## src/rtl/muldiv_unit.sv

```systemverilog
// muldiv_unit: iterative MULT/MULTU/DIV/DIVU unit with HI/LO, ALU-style flags, busy/done handshake.
// Define MULDIV_FAST_MUL_EN to compute multiplies with a single-cycle '*' instead of shift-add.
module muldiv_unit #(
  parameter int WIDTH = 32
) (
  input  logic             clk,
  input  logic             rst_n,
  input  logic             start_i,
  input  logic [1:0]       op_i,
  input  logic [WIDTH-1:0] in1_i,
  input  logic [WIDTH-1:0] in2_i,
  input  logic             flush_i,
  input  logic             hi_we_i,
  input  logic             lo_we_i,
  input  logic [WIDTH-1:0] wdata_i,
  output logic             busy_o,
  output logic             done_o,
  output logic [WIDTH-1:0] hi_o,
  output logic [WIDTH-1:0] lo_o,
  output logic [2:0]       flags_o
);
  localparam int CW = $clog2(WIDTH + 1);
  localparam logic [WIDTH-1:0] MIN = {1'b1, {(WIDTH-1){1'b0}}};
`ifdef MULDIV_FAST_MUL_EN
  localparam bit FAST_MUL = 1'b1;
`else
  localparam bit FAST_MUL = 1'b0;
`endif
  typedef enum logic [1:0] {IDLE, RUN, DONE} state_t;
  state_t           state_q, state_d;
  logic [CW-1:0]    cnt_q, cnt_d;
  logic [1:0]       op_q, op_d;
  logic             neg_q, neg_d, rneg_q, rneg_d, ovf_q, ovf_d, dz_q, dz_d;
  logic [WIDTH-1:0] a_q, a_d, q_q, q_d, hi_q, hi_d, lo_q, lo_d;
  logic [WIDTH:0]   acc_q, acc_d;
  logic [2:0]       flags_q, flags_d;
  logic             sgn, s1, s2, dz, ovf, ge;
  logic [WIDTH-1:0] m1, m2, step_q, quo, rem;
  logic [WIDTH:0]   sum, rr, step_acc;
  logic [2*WIDTH-1:0] prod_u, prod_s;
  assign sgn = ~op_i[0];
  assign s1  = sgn & in1_i[WIDTH-1];
  assign s2  = sgn & in2_i[WIDTH-1];
  assign m1  = s1 ? -in1_i : in1_i;
  assign m2  = s2 ? -in2_i : in2_i;
  assign dz  = op_i[1] & (in2_i == '0);
  assign ovf = (op_i == 2'b10) & (in1_i == MIN) & (in2_i == '1);
  // {acc,q} is the shift-add product register for multiply and the {remainder,dividend/quotient} pair for divide
  assign sum      = acc_q + {1'b0, (q_q[0] ? a_q : '0)};
  assign rr       = {acc_q[WIDTH-1:0], q_q[WIDTH-1]};
  assign ge       = rr >= {1'b0, a_q};
  assign step_acc = op_q[1] ? (ge ? rr - {1'b0, a_q} : rr) : {1'b0, sum[WIDTH:1]};
  assign step_q   = op_q[1] ? {q_q[WIDTH-2:0], ge} : {sum[0], q_q[WIDTH-1:1]};
`ifdef MULDIV_FAST_MUL_EN
  assign prod_u = {{WIDTH{1'b0}}, a_q} * {{WIDTH{1'b0}}, q_q};
`else
  assign prod_u = {step_acc[WIDTH-1:0], step_q};
`endif
  assign prod_s = neg_q ? -prod_u : prod_u;
  assign quo    = neg_q ? -step_q : step_q;
  assign rem    = rneg_q ? -step_acc[WIDTH-1:0] : step_acc[WIDTH-1:0];
  always_comb begin
    state_d = state_q;
    cnt_d   = cnt_q;
    op_d    = op_q;
    neg_d   = neg_q;
    rneg_d  = rneg_q;
    ovf_d   = ovf_q;
    dz_d    = dz_q;
    a_d     = a_q;
    q_d     = q_q;
    acc_d   = acc_q;
    hi_d    = hi_q;
    lo_d    = lo_q;
    flags_d = flags_q;
    case (state_q)
      IDLE: begin
        if (start_i) begin
          state_d = RUN;
          op_d    = op_i;
          neg_d   = s1 ^ s2;
          rneg_d  = s1;
          dz_d    = dz;
          ovf_d   = ovf;
          acc_d   = '0;
          a_d     = op_i[1] ? m2 : m1;
          q_d     = dz ? in1_i : (op_i[1] ? m1 : m2);
          cnt_d   = (dz | (FAST_MUL & ~op_i[1])) ? CW'(1) : CW'(WIDTH);
        end else begin
          hi_d = hi_we_i ? wdata_i : hi_q;
          lo_d = lo_we_i ? wdata_i : lo_q;
        end
      end
      RUN: begin
        if (flush_i) begin
          state_d = IDLE;
        end else begin
          cnt_d = cnt_q - CW'(1);
          acc_d = dz_q ? acc_q : step_acc;
          q_d   = dz_q ? q_q : step_q;
          if (cnt_q == CW'(1)) begin
            state_d = DONE;
            if (dz_q) begin
              hi_d    = q_q;
              lo_d    = '1;
              flags_d = 3'b011;
            end else if (op_q[1]) begin
              hi_d    = rem;
              lo_d    = quo;
              flags_d = {quo == '0, ~op_q[0] & quo[WIDTH-1], ovf_q};
            end else begin
              hi_d    = prod_s[2*WIDTH-1:WIDTH];
              lo_d    = prod_s[WIDTH-1:0];
              flags_d = {prod_s == '0, ~op_q[0] & prod_s[2*WIDTH-1], 1'b0};
            end
          end
        end
      end
      default: state_d = IDLE;
    endcase
  end
  always_ff @(posedge clk or negedge rst_n) begin
    if (!rst_n) begin
      state_q <= IDLE;
      cnt_q   <= '0;
      op_q    <= '0;
      neg_q   <= 1'b0;
      rneg_q  <= 1'b0;
      ovf_q   <= 1'b0;
      dz_q    <= 1'b0;
      a_q     <= '0;
      q_q     <= '0;
      acc_q   <= '0;
      hi_q    <= '0;
      lo_q    <= '0;
      flags_q <= '0;
    end else begin
      state_q <= state_d;
      cnt_q   <= cnt_d;
      op_q    <= op_d;
      neg_q   <= neg_d;
      rneg_q  <= rneg_d;
      ovf_q   <= ovf_d;
      dz_q    <= dz_d;
      a_q     <= a_d;
      q_q     <= q_d;
      acc_q   <= acc_d;
      hi_q    <= hi_d;
      lo_q    <= lo_d;
      flags_q <= flags_d;
    end
  end
  assign busy_o  = state_q == RUN;
  assign done_o  = state_q == DONE;
  assign hi_o    = hi_q;
  assign lo_o    = lo_q;
  assign flags_o = flags_q;
endmodule
```

## config.mk

```make
export PLATFORM = sky130hd
export DESIGN_NAME = muldiv_unit
export DESIGN_NICKNAME = d
export VERILOG_FILES = /design/src/rtl/muldiv_unit.sv
export SDC_FILE = /design/constraint.sdc
export NUM_CORES = 1
export LEC_CHECK = 0
export CAP_MARGIN = 10
export CORE_AREA = 2 2 179 181
export CTS_CLUSTER_DIAMETER = 200
export DETAILED_ROUTE_END_ITERATION = 10
export DIE_AREA = 0 0 181 183
export PLACE_DENSITY = 0.82
export SLEW_MARGIN = 20
export SYNTH_ARGS = -nofsm -noshare
export SYNTH_HDL_FRONTEND = slang
export SYNTH_SLANG_ARGS = --single-unit
```

## constraint.sdc

```tcl
create_clock -name clk -period 6.2 [get_ports clk]
set_clock_uncertainty 0.05 [all_clocks]
set_input_delay 1.24 -clock clk [delete_from_list [all_inputs] [get_ports clk]]
set_output_delay 1.24 -clock clk [all_outputs]
set_load 0.01 [all_outputs]
```

==> results of run 1 <==
==> what timing repair did <==
item,in CTS,in global routing
setup buffers,0,0
endpoints found under the setup margin,0,2
gates resized for setup,0,18
==> path summary, 6_finish.rpt <==
path	start	end	depth (start not counted)
max	acc_q[11]	flags_o[2]	22
min	hi_o[17]	hi_o[17]	2
max reg2reg	acc_q[11]	flags_o[2]	22
min reg2reg	hi_o[17]	hi_o[17]	2
max in group asynchronous	rst_n	q_q[2]	2
min in group asynchronous	rst_n	hi_o[17]	1
==> tightest hold or removal path, cell delays in order (launching register included) <==
cell and delay [ps]:
sky130_fd_sc_hd__dfrtp_1 350, sky130_fd_sc_hd__nand2_1 50, sky130_fd_sc_hd__o21ai_1 60
==> flip-flops by register name, summed over array words and instances (netlist names) <==
| name | count |
|---|---|
| hi_o | 32 |
| neg_q | 1 |
| acc_q | 33 |
| state_q | 2 |
| ovf_q | 1 |
| cnt_q | 6 |
| flags_o | 3 |
| dz_q | 1 |
| rneg_q | 1 |
| a_q | 32 |
| op_q | 2 |
| lo_o | 32 |
| q_q | 32 |
==> kinds of logic after synthesis <==
| group | after synthesis | synth area share [%] |
|---|---|---|
| adders and majority gates | 73 | 5.024 |
| and+or+nand+nor | 819 | 22.03 |
| xor gates and xnor gates | 175 | 8.294 |
| buffers and inverters | 243 | 5.444 |
| muxes | 62 | 3.534 |
| DFF | 178 | 24.10 |
| AOI/OAI and AO/OA | 877 | 31.57 |
==> power by group <==
part | switching [mW] | total (mW) | internal [mW] | leakage, nW
Sequential | 0.636 | 2.30 | 1.67 | 2.23
Combinational | 6.87 | 10.8 | 3.89 | 6.19
Clock | 0.565 | 1.19 | 0.627 | 0.305
Total | 8.07 | 14.3 | 6.18 | 8.73
==> layer usage <==
layer  vias to the layer above  part of all wire (%)  global-route usage [%]
met4                        10                   6.8                   26.80
met1                      9884                    37                   58.67
met3                       337                    13                   14.69
li1                       9207                     -                       -
met2                      1463                    43                   71.11
met5                         -                 0.083                       0
==> per-stage QoR <==
stage                     setup WS [ps]  power, mW  util, %  hold slack (ps)  area (um^2)
after floorplan                   498.4      8.854        -            389.0        18480
after global placement            273.5      12.35    66.17            410.7        20660
after detailed placement          137.1      12.49    66.17            419.5        20660
after CTS                         97.25      13.73    68.18            436.6        21290
after global routing              28.75      14.93    68.41            462.4        21360
final                             180.4      14.25    68.42            435.5        21370
==> layout make-up <==
cell class	count	area, um^2
diodes	2	5.005
clock buffers	18	439.2
clock inverters	14	188.9
fillers	2635	9862
inverters	84	316.6
multi-input cells	2006	13110
flip-flops and latches	178	4459
well taps	402	503.0
repair buffers	252	2346
==> cells in the final DEF (no fill, tap or decap), types with 48 or more instances in the layout <==
cell type                         synthesis  final
sky130_fd_sc_hd__a21oi_1                185    182
sky130_fd_sc_hd__dfrtp_1                178    176
sky130_fd_sc_hd__xor2_1                  69     69
sky130_fd_sc_hd__clkdlybuf4s50_1          0    170
sky130_fd_sc_hd__ha_1                    71     68
sky130_fd_sc_hd__nand2_1                279    279
sky130_fd_sc_hd__inv_1                   80     79
sky130_fd_sc_hd__o21ai_0                224    223
sky130_fd_sc_hd__nor2_1                 200    200
sky130_fd_sc_hd__a21o_1                  57     56
sky130_fd_sc_hd__o211ai_1                48     48
sky130_fd_sc_hd__buf_4                    2     79
sky130_fd_sc_hd__a211oi_1               102    100
sky130_fd_sc_hd__xnor2_1                106    106
sky130_fd_sc_hd__nor3_1                  49     48
==> summary.txt, run 1 <==
Die
  • Area of the die: 33120 um^2
  • Die outline width: 181 um
  • Initial Util: 59.17%
  • Row count: 65
  • DIE HEIGHT: 183 um
  • Core region area: 31230 um^2
  • I/O pin cnt: 173

Yosys
  • Number of enable flip-flop cells after synthesis: 0
  • Share of synthesized area occupied by flip-flops and latches: 24.10%
  • Top cells by count, synth: 279 x sky130_fd_sc_hd__nand2_1, 224 x sky130_fd_sc_hd__o21ai_0, 200 x sky130_fd_sc_hd__nor2_1, 185 x sky130_fd_sc_hd__a21oi_1, 178 x sky130_fd_sc_hd__dfrtp_1
  • Proportion of synthesized flip-flops having asynchronous set or reset: 100.0%
  • Main synth FF type: sky130_fd_sc_hd__dfrtp_1
  • Synthesis Warnings: 0
  • Most instantiated library cell after synthesis: sky130_fd_sc_hd__nand2_1
  • Area leader, netlist: sky130_fd_sc_hd__dfrtp_1
  • Area of the mapped netlist: 18480 um^2
  • Net count after synthesis: 2604
  • Avg Synthesized Cell Area: 7.614 um^2
  • Netlist cell types: 108
  • Mapped Cells: 2427
  • Share of Yosys cell area claimed by the top area cell type: 24.10%
  • Seq cells post-synth: 178
  • Main area contributors after synthesis: sky130_fd_sc_hd__dfrtp_1 24%, sky130_fd_sc_hd__o21ai_0 6.1%, sky130_fd_sc_hd__nand2_1 5.7%, sky130_fd_sc_hd__xnor2_1 5.0%, sky130_fd_sc_hd__a21oi_1 5.0%

CTS
  • Clock tree buffer depth: 2
  • Clock latency reported for the late side of the worst-skew pair: 470 ps
  • Clock slew seen by the registers of the worst setup and hold paths: 80 ps
  • Htree depth: 4
  • CTS root buffer: sky130_fd_sc_hd__clkbuf_16
  • Number of buffers added by the clock tree synthesis step: 17
  • Sinks on Clock Net: 178
  • Cts-stage hold buffer count: 0
  • Clock tree from TritonCTS: done

Flow run
  • Maximum Capacitance Violations: 0

Global route
  • Wire length of the first global-routing pass: 117500 um
  • Maximum number of pins on one net before global-route repair: 103
  • Combined global-route utilization of all metal layers: 46.69%
  • Global route overflow: 0
  • Via count of the first global-routing pass: 19440
  • Initial antenna violation count: 7

Setup path
  • Worst-case register-to-register setup slack: 180 ps
  • CP delay by family, top: simple AND/OR/NAND/NOR gates
  • Kind of launch point of the worst setup path: flip-flop
  • Critical setup path kind: reg -> reg
  • Largest fanout of any net on the critical path: 9
  • Critical path capture point type: flip-flop
  • Maximum single-stage delay on the critical path: 530 ps
  • Required time reported for the critical path endpoint: 6560 ps
  • Buffering stage count on the worst path with inverters included: 1
  • CP Data Arrival Time: 6380 ps
  • Cell chain of the critical path: ha_2 > a21oi_1 > o21ai_0 > a21o_1 > o311a_4 > nor2_4 > a21oi_1 > inv_1 > ha_1 > o2111a_1 > or3b_4 > or3_1 > o21ai_0 > xor2_1 > nand2b_1 > or4_1 > nor4b_2 > nand4_1 > a2111o_1 > nor4_2 > nand4_1 > nand2_1
  • Crit path max-delay cell type: sky130_fd_sc_hd__or4_1

Power
  • Worst ir drop on vdd: 0.5195 mV
  • Total power per unit cell area: 667.0 nW/um^2
  • Leak Pwr: 8.725 nW

STA
  • Max transition margin: 27.44%
  • Final-report setup violation count: 0
  • Total negative slack for setup checks: 0 ps
  • Achievable clock frequency: 166.1 MHz
  • Setup repair after global routing missed its margin: no
  • Final slew viol count: 0
  • Crit share post-route: 97.09%
  • Endpoints failing hold: 0
  • Post-layout min period: 6020 ps
  • Worst slew pin tran: 1085 ps

Cells and area
  • Fin nets: 2716
  • Share of layout cells above drive strength 1: 8.190%
  • Area delta synth->final: 15.63%
  • Count of placed standard cells in the final layout, fillers left out: 2956

Detailed routing
  • Number of detailed-route iterations in the first pass: 9
  • Number of design-rule violations left by the first detailed-router iteration: 2602
  • DRC Markers: 0
  • Final routed wire length divided by cell count: 26.51 um
  • Via count: 20900
  • Mean number of vias per cell: 7.071
  • Total detailed-routing wirelength: 78370 um
  • Remaining antenna violation count after routing: 0

Run status
  • Run status: finished, final reports clean

Placed design
  • Total half-perimeter wirelength after legalization and detailed placement: 60560 um
  • Inst Count DP: 2922
  • Last weighted congestion value of the routability-driven placer: 1.064
  • Input/output buffers: 172

Worst hold path
  • Worst hold path class: reg -> reg
Power figures use the tool's default switching activity.
==> inputs of run 2 (changes only) <==
--- a/config.mk
+++ b/config.mk
@@ -7,11 +7,11 @@
 export LEC_CHECK = 0
 export CAP_MARGIN = 10
 export CORE_AREA = 2 2 179 181
+export CTS_BUF_LIST = sky130_fd_sc_hd__clkbuf_4 sky130_fd_sc_hd__clkbuf_8 sky130_fd_sc_hd__clkbuf_16
 export CTS_CLUSTER_DIAMETER = 200
 export DETAILED_ROUTE_END_ITERATION = 10
 export DIE_AREA = 0 0 181 183
 export PLACE_DENSITY = 0.82
-export SLEW_MARGIN = 20
 export SYNTH_ARGS = -nofsm -noshare
 export SYNTH_HDL_FRONTEND = slang
 export SYNTH_SLANG_ARGS = --single-unit
==> summary.txt, run 2 (same netlist as run 1, synthesis figures left out) <==
Run status
  • Run status: finished, final reports clean

Cells and area
  • Fin nets: 2716
  • Largest register by flop count: acc_q
  • Final instance area: 21370 um^2
  • Area delta synth->final: 15.63%
  • Number of flip-flops in the largest register: 33
  • Share of layout cells above drive strength 1: 8.150%
  • Most frequent standard cell in the layout excluding fill and tap cells: sky130_fd_sc_hd__nand2_1
  • Filler cell count: 2635
  • Commonest cells after routing, fill and taps aside: 279 x sky130_fd_sc_hd__nand2_1, 223 x sky130_fd_sc_hd__o21ai_0, 200 x sky130_fd_sc_hd__nor2_1

CTS
  • CTS root buffer: sky130_fd_sc_hd__clkbuf_16
  • Number of buffers added by the clock tree synthesis step: 17
  • Cts-stage hold buffer count: 0
  • Clock slew seen by the registers of the worst setup and hold paths: 80 ps
  • Sinks on Clock Net: 178
  • Htree depth: 4
  • Clock tree buffer depth: 2
  • Clock latency reported for the late side of the worst-skew pair: 470 ps
  • Clock tree from TritonCTS: done

Placed design
  • Post-placement cell area: 20660 um^2
  • Last weighted congestion value of the routability-driven placer: 1.064
  • Input/output buffers: 172
  • Total half-perimeter wirelength after legalization and detailed placement: 60560 um

Detailed routing
  • Number of detailed-route iterations in the first pass: 8
  • Total detailed-routing wirelength: 78370 um
  • Top layer used by detailed routing: met5
  • Number of design-rule violations left by the first detailed-router iteration: 2602
  • Mean number of vias per cell: 7.063
  • DRC Markers: 0
  • Wire length on met3: 9905 um
  • Met1 WL: 29410 um
  • Met2 wire len: 33730 um
  • Via count: 20880
  • Final routed wire length divided by cell count: 26.51 um
  • Remaining antenna violation count after routing: 0

Setup path
  • Critical setup path kind: reg -> reg
  • Cell chain of the critical path: ha_2 > a21oi_1 > o21ai_0 > a21o_1 > o311a_4 > nor2_4 > a21oi_1 > inv_1 > ha_1 > o2111a_1 > or3b_4 > or3_1 > o21ai_0 > xor2_1 > nand2b_1 > or4_1 > nor4b_2 > nand4_1 > a2111o_1 > nor4_2 > nand4_1 > nand2_1
  • Kind of launch point of the worst setup path: flip-flop
  • Buffering stage count on the worst path with inverters included: 1
  • Critical path depth: 22
  • Worst-case register-to-register setup slack: 170 ps
  • Critical Path End: flags_o[2]
  • Largest fanout of any net on the critical path: 9
  • Worst reg2reg path startpoint: acc_q[11]
  • Required time reported for the critical path endpoint: 6560 ps
  • Critical Path Source: acc_q[11]
  • CP Data Arrival Time: 6390 ps
  • Maximum single-stage delay on the critical path: 530 ps
  • Worst r2r dst: flags_o[2]
  • Crit path max-delay cell type: sky130_fd_sc_hd__or4_1
  • CP delay by family, top: simple AND/OR/NAND/NOR gates
  • Critical path capture point type: flip-flop
  • R2R cell count: 22

STA
  • Max transition margin: 12.47%
  • Worst slew pin tran: 1313 ps
  • Crit share post-route: 97.27%
  • Total negative slack for setup checks: 0 ps
  • Final slew viol count: 0
  • Final-report setup violation count: 0
  • Setup repair after global routing missed its margin: no
  • Post-layout min period: 6031 ps
  • Achievable clock frequency: 165.8 MHz
  • Endpoints failing hold: 0

Global route
  • Initial antenna violation count: 7
  • Wire length of the first global-routing pass: 117500 um
  • Maximum number of pins on one net before global-route repair: 103
  • Via count of the first global-routing pass: 19440
  • Combined global-route utilization of all metal layers: 46.69%
  • Global route overflow: 0

Worst hold path
  • Worst hold path class: reg -> reg

Power
  • Total power per unit cell area: 667.0 nW/um^2
  • Worst ir drop on vdd: 0.5175 mV
  • Leak Pwr: 8.725 nW
  • Post-route total power: 14.25 mW

Die
  • Area of the die: 33120 um^2
  • Die outline width: 181 um
  • DIE HEIGHT: 183 um
  • Core region area: 31230 um^2
  • I/O pin cnt: 173
  • Row count: 65
  • Initial Util: 59.17%

Flow run
  • Maximum Capacitance Violations: 0
## run 2: changes by cell type in the layout (fill, tap and decap cells not counted)
| cell | change |
|---|---|
| sky130_fd_sc_hd__or4_1 | +1 |
| sky130_fd_sc_hd__or4_2 | -1 |
## run 2: how the worst min path moves through the flow
stage	slack, ps	to	start	depth (start not counted)
final	440	hi_o[17]	hi_o[17]	2
after global routing	460	lo_o[16]	lo_o[16]	1
after CTS	440	lo_o[14]	lo_o[14]	2
after detailed placement	420	lo_o[14]	lo_o[14]	2
after global placement	410	lo_o[24]	lo_o[24]	1
after floorplan	390	ovf_q	ovf_q	2
## run 2: metrics by stage
stage | utilization (%) | instances | setup slack, ps | hold slack [ps]
finish | 68.42 | 2956 | 169.3 | 435.5
global route | 68.40 | 2954 | 28.75 | 462.4
CTS | 68.18 | 2954 | 97.25 | 436.6
detailed placement | 66.17 | 2922 | 137.1 | 419.5
global placement | 66.17 | 2922 | 273.5 | 410.7
floorplan | - | 2427 | 498.4 | 389.0
## run 2: power breakdown
part | leakage [nW] | total [mW] | internal (mW) | switching [mW]
clock network | 0.305 | 1.19 | 0.627 | 0.565
registers | 2.23 | 2.31 | 1.67 | 0.639
logic | 6.19 | 10.8 | 3.89 | 6.86
total | 8.72 | 14.3 | 6.18 | 8.07
## run 2: final cells by class
class / count / area, um^2 / area share, %
clock buffers: 18 / 439.2 / 2.055
clock inverters: 14 / 188.9 / 0.8842
well taps: 402 / 503.0 / 2.354
repair buffers: 252 / 2346 / 10.98
multi-input cells: 2006 / 13110 / 61.35
inverters: 84 / 316.6 / 1.482
flip-flops and latches: 178 / 4459 / 20.87
diodes: 2 / 5.005 / 0.02342
## run 2: layer usage
metal  up-vias  track usage, %
met5         -               0
met4        10           26.80
met3       333           14.69
met2      1455           71.11
met1      9876           58.67
li1       9205               -
## run 2: timing repair
action                     in CTS  in global routing
resized for setup               0                 18
setup buffers                   0                  0
setup endpoints to repair       0                  2
## run 2: worst min-delay path: stages, from the launching register on
cell,delay [ps]
sky130_fd_sc_hd__dfrtp_1,350
sky130_fd_sc_hd__nand2_1,50
sky130_fd_sc_hd__o21ai_1,60
